### config.mk
export PLATFORM = sky130hd
export DESIGN_NAME = instruction_fetch
export DESIGN_NICKNAME = d
export VERILOG_FILES = /design/src/rtl/fetch_pkg.sv /design/src/rtl/fetch_queue.sv /design/src/rtl/instruction_fetch.sv
export SDC_FILE = /design/constraint.sdc
export NUM_CORES = 1
export LEC_CHECK = 0
export CORE_MARGIN = 2
export CORE_UTILIZATION = 55
export CTS_BUF_LIST = sky130_fd_sc_hd__clkbuf_2 sky130_fd_sc_hd__clkbuf_4 sky130_fd_sc_hd__clkbuf_8
export CTS_CLUSTER_DIAMETER = 150
export DETAILED_ROUTE_END_ITERATION = 8
export PLACE_DENSITY = 0.87
export SLEW_MARGIN = 15
export SYNTH_ARGS = -nofsm -noshare
export SYNTH_HDL_FRONTEND = slang
export SYNTH_SLANG_ARGS = --single-unit
### constraint.sdc
create_clock -name clk -period 5.3 [get_ports clk]
set_input_delay 1.06 -clock clk [delete_from_list [all_inputs] [get_ports clk]]
set_output_delay 1.06 -clock clk [all_outputs]
set_load 0.005 [all_outputs]
### src/rtl/fetch_pkg.sv
// Shared definitions for the instruction fetch stage.
// Contents: instruction width, default queue depth and address width,
// and the fetch FSM state encoding.
package fetch_pkg;

    localparam int unsigned INSTR_W        = 32;
    localparam int unsigned DEPTH_DEFAULT  = 2;
    localparam int unsigned ADDR_W_DEFAULT = 64;

    typedef enum logic [1:0] {
        ST_IDLE = 2'd0,
        ST_REQ  = 2'd1,
        ST_WAIT = 2'd2,
        ST_DROP = 2'd3
    } fetch_state_e;

endpackage

### src/rtl/fetch_queue.sv
// Small circular FIFO holding fetched {address, instruction} entries.
// Ports:
//   clk, rst_n      clock, asynchronous active-low reset
//   push_i, data_i  write an entry at the tail
//   pop_i           retire the head entry (ignored when empty)
//   clear_i         drop all entries; wins over push/pop
//   full_o, empty_o occupancy flags
//   count_o         number of valid entries
//   head_o          head entry, held in a register
module fetch_queue #(
    parameter int unsigned DEPTH = 2,
    parameter int unsigned W     = 96
) (
    input  logic                       clk,
    input  logic                       rst_n,
    input  logic                       push_i,
    input  logic [W-1:0]               data_i,
    input  logic                       pop_i,
    input  logic                       clear_i,
    output logic                       full_o,
    output logic                       empty_o,
    output logic [$clog2(DEPTH):0]     count_o,
    output logic [W-1:0]               head_o
);

    localparam int unsigned PTR_W = $clog2(DEPTH);
    localparam int unsigned CNT_W = PTR_W + 1;

    logic [W-1:0]     mem_q [DEPTH];
    logic [PTR_W-1:0] wr_q, wr_d;
    logic [PTR_W-1:0] rd_q, rd_d;
    logic [CNT_W-1:0] cnt_q, cnt_d;
    logic             push_ok;
    logic             pop_ok;

    assign empty_o = (cnt_q == '0);
    assign full_o  = (cnt_q == CNT_W'(DEPTH));
    assign count_o = cnt_q;
    assign head_o  = mem_q[rd_q];

    // Pointer and count next state; DEPTH is a power of two so pointers wrap naturally.
    always_comb begin
        push_ok = push_i & ~clear_i;
        pop_ok  = pop_i & ~clear_i & ~empty_o;
        wr_d    = wr_q;
        rd_d    = rd_q;
        cnt_d   = cnt_q;
        if (clear_i) begin
            wr_d  = '0;
            rd_d  = '0;
            cnt_d = '0;
        end else begin
            if (push_ok) wr_d = wr_q + PTR_W'(1);
            if (pop_ok)  rd_d = rd_q + PTR_W'(1);
            cnt_d = cnt_q + CNT_W'(push_ok) - CNT_W'(pop_ok);
        end
    end

    // Storage and pointer registers.
    always_ff @(posedge clk or negedge rst_n) begin
        if (!rst_n) begin
            for (int i = 0; i < int'(DEPTH); i++) mem_q[i] <= '0;
            wr_q  <= '0;
            rd_q  <= '0;
            cnt_q <= '0;
        end else begin
            if (push_ok) mem_q[wr_q] <= data_i;
            wr_q  <= wr_d;
            rd_q  <= rd_d;
            cnt_q <= cnt_d;
        end
    end

    // Issue is gated upstream, so a push into a full queue means a logic bug.
    a_no_overflow: assert property (@(posedge clk) disable iff (!rst_n)
        !(push_i && !clear_i && full_o));

endmodule

### src/rtl/instruction_fetch.sv
// Instruction fetch stage: issues one memory request at a time for pc_addr,
// queues returned words with their address, and presents the queue head to
// decode. A flush discards queued entries and any in-flight response.
// Ports:
//   clk, rst_n                  clock, asynchronous active-low reset
//   pc_addr / pc_advance        PC input and its "consumed" pulse
//   flush                       redirect; drop queued and in-flight fetches
//   imem_req/addr/gnt           request handshake toward instruction memory
//   imem_rsp_valid/data         response from instruction memory
//   if_valid/ready/pc/instr     head of the instruction queue toward decode
module instruction_fetch
    import fetch_pkg::*;
#(
    parameter int unsigned DEPTH  = DEPTH_DEFAULT,
    parameter int unsigned ADDR_W = ADDR_W_DEFAULT
) (
    input  logic                clk,
    input  logic                rst_n,
    input  logic [ADDR_W-1:0]   pc_addr,
    output logic                pc_advance,
    input  logic                flush,
    output logic                imem_req,
    output logic [ADDR_W-1:0]   imem_addr,
    input  logic                imem_gnt,
    input  logic                imem_rsp_valid,
    input  logic [INSTR_W-1:0]  imem_rsp_data,
    output logic                if_valid,
    input  logic                if_ready,
    output logic [ADDR_W-1:0]   if_pc,
    output logic [INSTR_W-1:0]  if_instr
);

    localparam int unsigned ENTRY_W = ADDR_W + INSTR_W;
    localparam int unsigned CNT_W   = $clog2(DEPTH) + 1;

    fetch_state_e       state_q, state_d;
    logic [ADDR_W-1:0]  addr_q, addr_d;
    logic               q_push;
    logic               q_pop;
    logic               q_full;
    logic               q_empty;
    logic [CNT_W-1:0]   q_count;
    logic [CNT_W-1:0]   post_cnt;
    logic [ENTRY_W-1:0] q_head;

    fetch_queue #(
        .DEPTH (DEPTH),
        .W     (ENTRY_W)
    ) u_queue (
        .clk     (clk),
        .rst_n   (rst_n),
        .push_i  (q_push),
        .data_i  ({addr_q, imem_rsp_data}),
        .pop_i   (q_pop),
        .clear_i (flush),
        .full_o  (q_full),
        .empty_o (q_empty),
        .count_o (q_count),
        .head_o  (q_head)
    );

    // Next state, queue push/pop and request address capture.
    always_comb begin
        state_d  = state_q;
        addr_d   = addr_q;
        q_push   = 1'b0;
        q_pop    = ~q_empty & if_ready & ~flush;
        // Occupancy after this cycle's push and possible pop.
        post_cnt = q_count + CNT_W'(1) - CNT_W'(q_pop);
        case (state_q)
            ST_IDLE: begin
                if (!q_full && !flush) state_d = ST_REQ;
            end
            ST_REQ: begin
                if (flush)         state_d = imem_gnt ? ST_DROP : ST_IDLE;
                else if (imem_gnt) state_d = ST_WAIT;
            end
            ST_WAIT: begin
                if (flush) begin
                    state_d = imem_rsp_valid ? ST_IDLE : ST_DROP;
                end else if (imem_rsp_valid) begin
                    q_push  = 1'b1;
                    state_d = (post_cnt < CNT_W'(DEPTH)) ? ST_REQ : ST_IDLE;
                end
            end
            ST_DROP: begin
                if (imem_rsp_valid) state_d = ST_IDLE;
            end
            default: state_d = ST_IDLE;
        endcase
        // Capture the PC whenever a new request is about to be raised.
        if (state_d == ST_REQ && state_q != ST_REQ) addr_d = pc_addr;
    end

    // State and request address registers.
    always_ff @(posedge clk or negedge rst_n) begin
        if (!rst_n) begin
            state_q <= ST_IDLE;
            addr_q  <= '0;
        end else begin
            state_q <= state_d;
            addr_q  <= addr_d;
        end
    end

    // The PC stage must see the grant in the same cycle, so this pulse is decoded live.
    assign pc_advance = (state_q == ST_REQ) & imem_gnt & ~flush;
    assign imem_req   = (state_q == ST_REQ);
    assign imem_addr  = addr_q;
    assign if_valid   = ~q_empty;
    assign if_pc      = q_head[ENTRY_W-1 -: ADDR_W];
    assign if_instr   = q_head[INSTR_W-1:0];

endmodule

# [Yosys cells after proc, flatten, opt, wreduce, memory -nomap -nowiden]
# Index checks and enable logic that the tools add are counted.
[classes] add_sub_neg=6 order_cmp=4 eq_ne=6 mux=24 n_bitwise=11 n_reduce_logical=9
[ops] cell="96-bit two-way mux" n=4
[ops] cell="192-bit bitwise mux" n=1
[ops] cell="96-bit demux with 1-bit select" n=1
[ops] cell="2-bit two-way mux" n=9
[ops] cell="1-bit two-way mux" n=8
[ops] cell="2-bit one-hot mux with 4 select lines" n=1
[ops] cell="1-bit AND" n=7
[ops] cell="2-bit == test (second input constant)" n=3
[ops] cell="2-bit by 1-bit == test with 1-bit output (second input constant)" n=2
[ops] cell="2-bit greater-or-equal comparator (second input constant)" n=2
[ops] cell="2-bit zero test" n=2
[ops] cell="1-bit NOT with 2-bit output" n=2
[ops] cell="2-bit nonzero test" n=2
[ops] cell="2-bit by 1-bit subtractor with 2-bit output" n=2
[ops] cell="1-bit logical AND" n=3
[ops] cell="1-bit adder (second input constant)" n=2
[ops] cell="2-bit by 1-bit adder with 2-bit output" n=1
[ops] cell="2-bit by 1-bit adder with 2-bit output (second input constant)" n=1
[ops] cell="1-bit zero test" n=2
[ops] cell="2-bit by 1-bit < comparator with 1-bit output (second input constant)" n=1
[ops] cell="2-bit < comparator (second input constant)" n=1
[ops] cell="2-bit by 1-bit inequality test with 1-bit output (second input constant)" n=1
[ops] cell="1-bit NOT" n=2
[word_totals] register_bits=262 in_bits=102 wordCells=67

# [Logic depth before layout (Yosys ltp)]
# Gate-level depths: netlist (run 1).
[depth] depth_word=12 ltp_mapped=8 ltp_nobuf=8

# [Modules after synthesis]
# From an unflattened synthesis (run 1), not the netlist that was laid out.
[hier_totals] hier_cells=693 hier_area_um2=11081.9
[by_module_without_submodules] mod="fetch_queue" n_inst=1 cells_per_inst=534 area_each_um2=8495.6
[by_module_without_submodules] mod="instruction_fetch" n_inst=1 cells_per_inst=159 area_each_um2=2586.2

# [Worst setup path after synthesis (run 1)]
# Ideal clock, no wire load.
[synth_path] path_kind="in2out" startpoint="input port flush" endpoint="output port pc_advance" arrival_ns=1.431 t_required_ns=4.240 slack_ns=2.809 cell_stages=2 path_buffers=1 cell_sequence="buf_2 -> and3b_1"
[synth_via] elab_chain_cells=2
[synth_rtl] item="from (decl)" line_no="instruction_fetch.sv:21" rtl="input logic flush,"
[synth_rtl] item="1-bit NOT" line_no="instruction_fetch.sv:107" rtl="assign pc_advance = (state_q == ST_REQ) & imem_gnt & ~flush;"
[synth_rtl] item="1-bit AND" line_no="instruction_fetch.sv:107"
[synth_rtl] item="to (decl)" line_no="instruction_fetch.sv:20" rtl="output logic pc_advance,"
# No other way between the ends.

# [Final worst setup path (run 1)]
[layout_path] startpoint="register u_queue.rd_q" endpoint="output port if_pc[51]"
[layout_via] elab_chain_cells=4
[layout_rtl] item="from (decl)" line_no="fetch_queue.sv:31" rtl="logic [PTR_W-1:0] rd_q, rd_d;"
[layout_rtl] item="from (signal assigned)" line_no="fetch_queue.sv:69" rtl="rd_q <= rd_d;"
[layout_rtl] item="1-bit NOT with 2-bit output (implied by the code)" line_no="fetch_queue.sv:39" rtl="assign head_o = mem_q[rd_q];"
[layout_rtl] item="96-bit two-way mux (implied by the code) (3 in series)" line_no="fetch_queue.sv:39"
[layout_rtl] item="to (decl)" line_no="instruction_fetch.sv:29" rtl="output logic [ADDR_W-1:0] if_pc,"
# No other way between the ends. The select of a mux whose other input is x is not followed.

==> impl_metrics.py, run 1 <==
metrics = {
    "synth": {
        "synthFlopType": "dfrtp_1",
        "syn-num-nets": 791,
        "synth_area_sq_um": 11500,
        "yosysWarnings": 0,
        "avgSynthCellArea_sq_um": 16.8,
        "async_flop_share_pct": 100,
        "synthCells": 687,
        "yosysUniqueCellTypes": 30,
        "ys_seq_area_share_pct": 57.0,
        "synth_edf_count": 0,
        "yosys_register_bits": 262,
    },
    "pwr": {
        "pwr-share-clk_pct": 20.0,
        "peakVddDrop_v": 0.000312,
        "static-leakage-power_uw": 0.00699,
        "internal_power_uw": 6360,
        "combPwrFrac_pct": 39.6,
        "power_uw": 8780,
        "switching_share_pct": 27.6,
        "powerDensity_nw_per_um2": 579,
        "power.share.sequential_pct": 40.4,
        "switching_power_uw": 2430,
    },
    "timing": {
        "fin_crit_ns": 3.76,
        "report.final.slew_viol_count": 0,
        "finalCritPeriodShare_pct": 70.9,
        "finalWorstSetupSlack_ns": 1.54,
        "worst_pin_slew_ns": 0.902,
        "rsz0062_at_grt": "no",
        "skew_ns": 0.0100,
        "relSlewSlack_pct": 39.9,
        "setup_viol": 0,
        "hold_viol": 0,
        "final.setup.tns_ns": 0,
        "fmax_ghz": 0.266,
    },
    "cells_and_area": {
        "fin_nets": 1069,
        "fillerInstances": 1289,
        "finalInstanceArea_sq_um": 15200,
        "diodes": 0,
        "area_growth_pct": 31.7,
        "final_cell_mix": "clkdlybuf4s50_1, dfrtp_1, mux2_2",
        "drive_gt1_share_pct": 43.5,
        "layout_commonest_cell": "clkdlybuf4s50_1",
    },
    "floorplan": {
        "dieHeight_um": 149,
        "die_width_um": 149,
        "dieArea_sq_um": 22100,
        "core_sq_um": 20400,
        "io_pins": 265,
        "row_count": 52,
        "initial_core_util_pct": 56.5,
    },
    "placed_design": {
        "dpl.hpwl_um": 15800,
        "dpl_cell_area_sq_um": 14300,
        "portBuffers": 264,
        "dp_slack_ns": 1.61,
        "gp_congestion": 0.772,
    },
    "detailed_routing": {
        "wl_per_cell_um": 19.2,
        "firstDrtPassIters": 4,
        "totalWireLength_um": 24300,
        "antenna_left": 0,
        "via_per_inst": 5.24,
        "drt-initial-drc-count": 215,
        "vias": 6638,
        "drc": 0,
    },
    "grt": {
        "grt_pass1_vias": 7393,
        "antenna_found_initial": 0,
        "grt_pass1_wl_um": 39400,
        "grt_usage_pct": 22.4,
        "grt_max_degree": 117,
        "grt_overflow_total": 0,
    },
    "clock_tree": {
        "cts_tree": "yes",
        "clock-root-buffer": "clkbuf_8",
        "ctsHtreeMaxLevel": 2,
        "clk_latency_ns": 0.53,
        "cts_hold_buffers": 0,
        "cts.sinks": 262,
        "cts.clk_slew.worst_paths_ns": 0.06,
        "cts-buffers-inserted": 43,
        "cts_max_path_buffers": 3,
        "postCtsSetupRepairBufs": 0,
        "ctsResizeCount": 0,
    },
    "setup_path": {
        "worstSetupStartpointType": "flip-flop",
        "cp_max_fo": 54,
        "crit_arrival_ns": 2.70,
        "crit_type": "reg2out",
        "worst_ep_required_time_ns": 4.24,
        "end_kind": "output pin",
    },
    "job": {
        "cap_violations": 0,
    },
    "status": {
        "status": "finished clean",
    },
    "min_path": {
        "hold_class": "reg2reg",
    },
}
routing by layer:
layer | vias up | routed length [um] | GRT usage, %
met3 | 27 | 1850 | 7.21
met2 | 214 | 11500 | 36.1
met1 | 3381 | 10700 | 30.0
met5 | - | 0 | 0
li1 | 3016 | - | -
met4 | 0 | 277 | 4.67
cell type report:
cell class | instances | area, sq um | area share (%)
Clock buffer | 71 | 833 | 5.50
Multi-Input combinational cell | 383 | 4610 | 30.4
Clock inverter | 6 | 37.5 | 0.248
Sequential cell | 262 | 6560 | 43.3
Inverter | 2 | 7.51 | 0.0495
Tap cell | 270 | 338 | 2.23
Timing Repair Buffer | 273 | 2780 | 18.3
power groups by stage:
stage          combinational (uW)  sequential, uW  clock (uW)
2_1_floorplan                1900            3340           0
3_3_place_gp                 3430            3510           0
3_5_place_dp                 3500            3560           0
4_1_cts                      3530            3550        1810
5_1_grt                      3720            3680        1910
6_report                     3480            3550        1760
per-stage QoR:
step / hold slack, ns / std cells / utilization (%)
2_1_floorplan: 0.459 / 687 / -
3_3_place_gp: 0.468 / 1190 / 70.2
3_5_place_dp: 0.477 / 1190 / 70.2
4_1_cts: 0.491 / 1267 / 74.4
5_1_grt: 0.502 / 1267 / 74.4
6_report: 0.483 / 1267 / 74.4
flip-flops by register name, summed over array words and instances, names as in the netlist:
signal / cells
imem_addr: 64
state_q: 2
u_queue.count_o: 2
u_queue.mem_q: 192
u_queue.rd_q: 1
u_queue.wr_q: 1
cell families after synthesis:
family,synth area share (%)
flops,57.0
simple gates,1.14
buf+inv,3.10
xor+xnor,0.446
mux,37.8
compound gates,0.337
fa+ha+maj,0.217
cell usage after synthesis (all sizes together) (2+ instances only):
cell	instances	share of area (%)
and2b	2	0.14
nor2b	2	0.11
nor2	4	0.13
dfrtp	262	57
clkbuf	7	0.23
nand2	4	0.13
mux2	352	38
xor2	3	0.23
inv	2	0.065
ha	2	0.22
buf	33	2.8
nor3b	2	0.22
xnor2	2	0.22
path summary, 6_finish.rpt:
path,start,to,slack (ns),cells past startpoint
max,u_queue.rd_q$_DFFE_PN0P_,if_pc[51],1.54,3
min,u_queue.mem_q[84]$_DFFE_PN0P_,u_queue.mem_q[84]$_DFFE_PN0P_,0.48,1
max reg2reg,state_q[0]$_DFF_PN0_,u_queue.mem_q[129]$_DFFE_PN0P_,2.89,4
min reg2reg,u_queue.mem_q[84]$_DFFE_PN0P_,u_queue.mem_q[84]$_DFFE_PN0P_,0.48,1
max in group asynchronous,rst_n,u_queue.mem_q[61]$_DFFE_PN0P_,3.62,2
min in group asynchronous,rst_n,imem_addr[17]$_DFFE_PN0P_,0.58,1
critical path, stage by stage (launching register included):
cell and delay [ns]:
dfrtp_4 0.85, buf_12 0.37, mux2_2 0.38, clkdlybuf4s50_1 0.49
(Power assumes the default switching activity.)
==> run 2: changes to the inputs <==
CORE_UTILIZATION = 47   (was 55)
PLACE_DENSITY = 0.79   (was 0.87)
clock period = 3.3 ns   (was 5.3 ns; I/O delays follow)
==> impl_metrics.py, run 2 (same netlist as run 1, synthesis figures left out) <==
metrics = {
    "floorplan": {
        "core_sq_um": 24200,
        "initial_core_util_pct": 47.6,
        "die_width_um": 160,
        "row_count": 57,
        "dieHeight_um": 160,
        "dieArea_sq_um": 25800,
        "io_pins": 265,
    },
    "timing": {
        "finalCritPeriodShare_pct": 92.8,
        "report.final.slew_viol_count": 0,
        "hold_viol": 0,
        "relSlewSlack_pct": 60.5,
        "fmax_ghz": 0.327,
        "fin_crit_ns": 3.06,
        "final.setup.tns_ns": 0,
        "worst_pin_slew_ns": 0.593,
        "rsz0062_at_grt": "no",
        "skew_ns": 0.0180,
        "setup_viol": 0,
    },
    "clock_tree": {
        "cts_hold_buffers": 0,
        "cts.clk_slew.worst_paths_ns": 0.06,
        "postCtsSetupRepairBufs": 0,
        "cts.sinks": 262,
        "cts_tree": "yes",
        "cts_max_path_buffers": 3,
        "clock-root-buffer": "clkbuf_8",
        "cts-buffers-inserted": 44,
        "clk_latency_ns": 0.53,
        "ctsResizeCount": 0,
        "ctsHtreeMaxLevel": 2,
    },
    "grt": {
        "grt_pass1_vias": 7440,
        "grt_pass1_wl_um": 39500,
        "antenna_found_initial": 2,
        "grt_overflow_total": 0,
        "grt_max_degree": 80,
        "grt_usage_pct": 19.0,
    },
    "placed_design": {
        "placedCellCount": 1250,
        "gp_congestion": 0.768,
        "dpl.hpwl_um": 15700,
        "portBuffers": 264,
    },
    "setup_path": {
        "worst_ep_required_time_ns": 2.64,
        "reg2regPathDepth": 4,
        "reg2reg_to": "u_queue.mem_q[128]$_DFFE_PN0P_",
        "crit_arrival_ns": 2.40,
        "r2r_slack_ns": 1.21,
        "crit_type": "reg2out",
        "worstSetupStartpointType": "flip-flop",
        "cp_max_fo": 53,
        "r2r_start": "state_q[0]$_DFF_PN0_",
        "end_kind": "output pin",
    },
    "pwr": {
        "internal_power_uw": 10400,
        "combPwrFrac_pct": 39.4,
        "static-leakage-power_uw": 0.00708,
        "switching_share_pct": 27.0,
        "pwr-share-clk_pct": 20.9,
        "switching_power_uw": 3850,
        "peakVddDrop_v": 0.000533,
        "powerDensity_nw_per_um2": 924,
        "power.share.sequential_pct": 39.6,
    },
    "cells_and_area": {
        "multiInputGateArea_sq_um": 4610,
        "fin_nets": 1076,
        "layout_commonest_cell": "clkdlybuf4s50_1",
        "post-route-util_pct": 63.7,
        "regArea_sq_um": 6560,
        "top_register": "u_queue.mem_q",
        "instances_no_fill": 1332,
        "largest_register_ffs": 192,
        "drive_gt1_share_pct": 44.0,
        "fillerInstances": 1769,
        "area_growth_pct": 33.8,
        "final_cell_mix": "clkdlybuf4s50_1, dfrtp_1, mux2_2",
    },
    "detailed_routing": {
        "drc": 0,
        "wl_per_cell_um": 17.9,
        "firstDrtPassIters": 4,
        "antenna_left": 0,
        "via_per_inst": 5.01,
        "totalWireLength_um": 23900,
        "vias": 6675,
        "drt-initial-drc-count": 248,
    },
    "status": {
        "status": "finished clean",
    },
    "job": {
        "cap_violations": 0,
    },
    "min_path": {
        "hold_class": "in2async",
    },
}
==> run 2: cell count changes in the layout (fill, tap and decap cells not counted), sizes merged <==
cell	previous run	this run
buf	10	16
clkinvlp	3	2
diode	0	2
bufinv	0	1
clkbuf	71	70
clkinv	3	7
==> run 2: worst max path at each step <==
| stage | startpoint | to | slack, ns | cells after the start |
|---|---|---|---|---|
| final | u_queue.rd_q$_DFFE_PN0P_ | if_pc[40] | 0.24 | 3 |
| after floorplan | u_queue.rd_q$_DFFE_PN0P_ | if_instr[10] | 1.21 | 4 |
| after global routing | u_queue.rd_q$_DFFE_PN0P_ | if_pc[52] | 0.12 | 3 |
| after detailed placement | imem_rsp_valid | u_queue.mem_q[96]$_DFFE_PN0P_ | 0.57 | 5 |
| after CTS | u_queue.rd_q$_DFFE_PN0P_ | if_pc[2] | 0.17 | 3 |
| after global placement | imem_rsp_valid | u_queue.mem_q[128]$_DFFE_PN0P_ | 0.60 | 5 |
==> run 2: power groups by stage <==
stage          registers (uW)  clock network (uW)  logic (uW)
6_report                 5640                2980        5610
5_1_grt                  5860                3230        6000
4_1_cts                  5650                3090        5700
3_5_place_dp             5670                   0        5660
3_3_place_gp             5620                   0        5560
2_1_floorplan            5360                   0        3050
==> run 2: worst max-delay path: stages, from the launching register on <==
cell             delay (ns)
dfrtp_4                0.64
buf_12                 0.35
mux2_2                 0.38
clkdlybuf4s50_1        0.48
==> run 2: metal layers <==
layer  global-route usage [%]  part of all wire [%]  up-vias
met5                        0                     0        -
met4                     6.63                   3.0        0
met3                     5.55                   6.9       45
met2                     30.4                    46      215
met1                     24.9                    44     3372
li1                         -                     -     3043
==> run 2: final cells by class <==
class	instances	share of cell area, %
Sequential cell	262	42.6
Multi-Input combinational cell	383	29.9
Timing Repair Buffer	279	18.7
Clock buffer	70	5.61
Tap cell	324	2.63
Clock inverter	10	0.520
Inverter	2	0.0487
Antenna cell	2	0.0325
==> run 2: metrics by stage <==
| stage | worst slack, ns | area [sq um] | hold slack [ns] | power (uW) |
|---|---|---|---|---|
| global placement | 0.599 | 14500 | 0.468 | 11200 |
| CTS | 0.174 | 15400 | 0.109 | 14400 |
| finish | 0.238 | 15400 | 0.113 | 14200 |
| floorplan | 1.21 | 11500 | 0.364 | 8410 |
| global route | 0.117 | 15400 | 0.133 | 15100 |
| detailed placement | 0.566 | 14500 | 0.477 | 11300 |
==> run 3: changes to the inputs <==
CELL_PAD_IN_SITES_DETAIL_PLACEMENT = 1   (was unset)
CELL_PAD_IN_SITES_GLOBAL_PLACEMENT = 1   (was unset)
CORE_UTILIZATION = 39   (was 47)
CTS_CLUSTER_DIAMETER = 120   (was 150)
PLACE_DENSITY = unset   (was 0.79)
PLACE_DENSITY_LB_ADDON = 0.1   (was unset)
==> impl_metrics.py, run 3 (same netlist as run 1, synthesis figures left out) <==
metrics = {
    "grt": {
        "grt_overflow_total": 0,
        "grt_usage_pct": 18.1,
        "grt_max_degree": 98,
        "grt_pass1_wl_um": 44100,
        "antenna_found_initial": 0,
        "grt_pass1_vias": 7835,
    },
    "clock_tree": {
        "cts-buffers-inserted": 47,
        "clk_latency_ns": 0.53,
        "cts_hold_buffers": 0,
        "clock-root-buffer": "clkbuf_8",
        "cts.clk_slew.worst_paths_ns": 0.06,
        "ctsResizeCount": 0,
        "cts.sinks": 262,
        "cts_tree": "yes",
        "ctsHtreeMaxLevel": 2,
        "postCtsSetupRepairBufs": 0,
        "cts_max_path_buffers": 3,
    },
    "cells_and_area": {
        "fillerInstances": 2796,
        "drive_gt1_share_pct": 44.1,
        "largest_register_ffs": 192,
        "layout_commonest_cell": "clkdlybuf4s50_1",
        "fin_nets": 1077,
        "final_cell_mix": "clkdlybuf4s50_1, dfrtp_1, mux2_2",
        "area_growth_pct": 34.8,
        "post-route-util_pct": 53.8,
        "diodes": 0,
        "top_register": "u_queue.mem_q",
    },
    "status": {
        "status": "finished clean",
    },
    "timing": {
        "fin_crit_ns": 3.07,
        "report.final.slew_viol_count": 0,
        "worst_pin_slew_ns": 0.704,
        "rsz0062_at_grt": "no",
        "setup_viol": 0,
        "final.setup.tns_ns": 0,
        "fmax_ghz": 0.325,
        "finalWorstSetupSlack_ns": 0.226,
        "relSlewSlack_pct": 53.0,
        "finalCritPeriodShare_pct": 93.2,
        "hold_viol": 0,
        "skew_ns": 0.00962,
    },
    "detailed_routing": {
        "drt-initial-drc-count": 185,
        "drc": 0,
        "antenna_left": 0,
        "top_layer_used": "met4",
        "routed-wl-met2_um": 14000,
        "wl_per_cell_um": 19.8,
        "via_per_inst": 4.87,
        "route.met3.wl_um": 1660,
        "firstDrtPassIters": 3,
        "totalWireLength_um": 27500,
        "vias": 6773,
        "drt-met1-wl_um": 11400,
    },
    "placed_design": {
        "portBuffers": 264,
        "gp_congestion": 0.728,
        "dp_slack_ns": 0.548,
        "dpl.hpwl_um": 18100,
    },
    "floorplan": {
        "die_width_um": 176,
        "core_sq_um": 28900,
        "row_count": 62,
        "dieHeight_um": 176,
        "dieArea_sq_um": 30900,
        "initial_core_util_pct": 39.9,
        "io_pins": 265,
    },
    "setup_path": {
        "r2r_start": "state_q[0]$_DFF_PN0_",
        "reg2regPathDepth": 4,
        "crit_arrival_ns": 2.41,
        "crit_type": "reg2out",
        "r2r_slack_ns": 1.18,
        "reg2reg_to": "u_queue.mem_q[127]$_DFFE_PN0P_",
        "end_kind": "output pin",
        "worstSetupStartpointType": "flip-flop",
        "startpoint": "u_queue.rd_q$_DFFE_PN0P_",
        "cp_max_fo": 97,
        "worst_ep_required_time_ns": 2.64,
    },
    "job": {
        "cap_violations": 0,
    },
    "pwr": {
        "peakVddDrop_v": 0.000431,
        "powerDensity_nw_per_um2": 937,
        "static-leakage-power_uw": 0.00710,
    },
    "min_path": {
        "hold_class": "in2async",
    },
}
-- run 3: worst max path at each step --
stage / cells past startpoint / slack, ns / end
3_5_place_dp: 5 / 0.55 / u_queue.mem_q[123]$_DFFE_PN0P_
6_report: 3 / 0.23 / if_pc[61]
3_3_place_gp: 5 / 0.61 / u_queue.mem_q[126]$_DFFE_PN0P_
5_1_grt: 3 / 0.13 / if_pc[61]
2_1_floorplan: 4 / 1.21 / if_instr[10]
4_1_cts: 3 / 0.20 / if_pc[61]
-- run 3: per-stage QoR --
step | hold slack, ns | cells | power (uW) | cell area, sq um
after floorplan | 0.364 | 687 | 8410 | 11500
after detailed placement | 0.481 | 1308 | 11500 | 14500
after global placement | 0.468 | 1308 | 11200 | 14500
final | 0.0933 | 1391 | 14500 | 15500
after CTS | 0.121 | 1391 | 14800 | 15500
after global routing | 0.131 | 1391 | 15500 | 15500
-- run 3: area by class of cell --
type / count / area (sq um) / share of cell area, %
repair buffers: 277 / 2860 / 18.4
flip-flops and latches: 262 / 6560 / 42.3
multi-input cells: 383 / 4610 / 29.7
clock buffers: 76 / 965 / 6.22
inverters: 2 / 7.51 / 0.0484
well taps: 384 / 480 / 3.10
clock inverters: 7 / 37.5 / 0.242
-- run 3: metal layers --
metal,global-route usage (%),vias to the layer above
li1,-,3028
met1,22.6,3518
met2,31.3,187
met3,4.83,40
met4,4.58,0
met5,0,-
-- run 3: where the power goes --
group / switching [uW] / leakage (uW) / internal [uW] / total (uW)
registers: 1050 / 0.00331 / 4630 / 5680
clock network: 1310 / 0.000536 / 1840 / 3150
logic: 1690 / 0.00326 / 4010 / 5700
-- run 3: worst max-delay path, stage by stage, from the launching register on --
cell and delay [ns]:
dfrtp_4 0.41, buf_12 0.44, mux2_2 0.42, clkdlybuf4s50_1 0.49
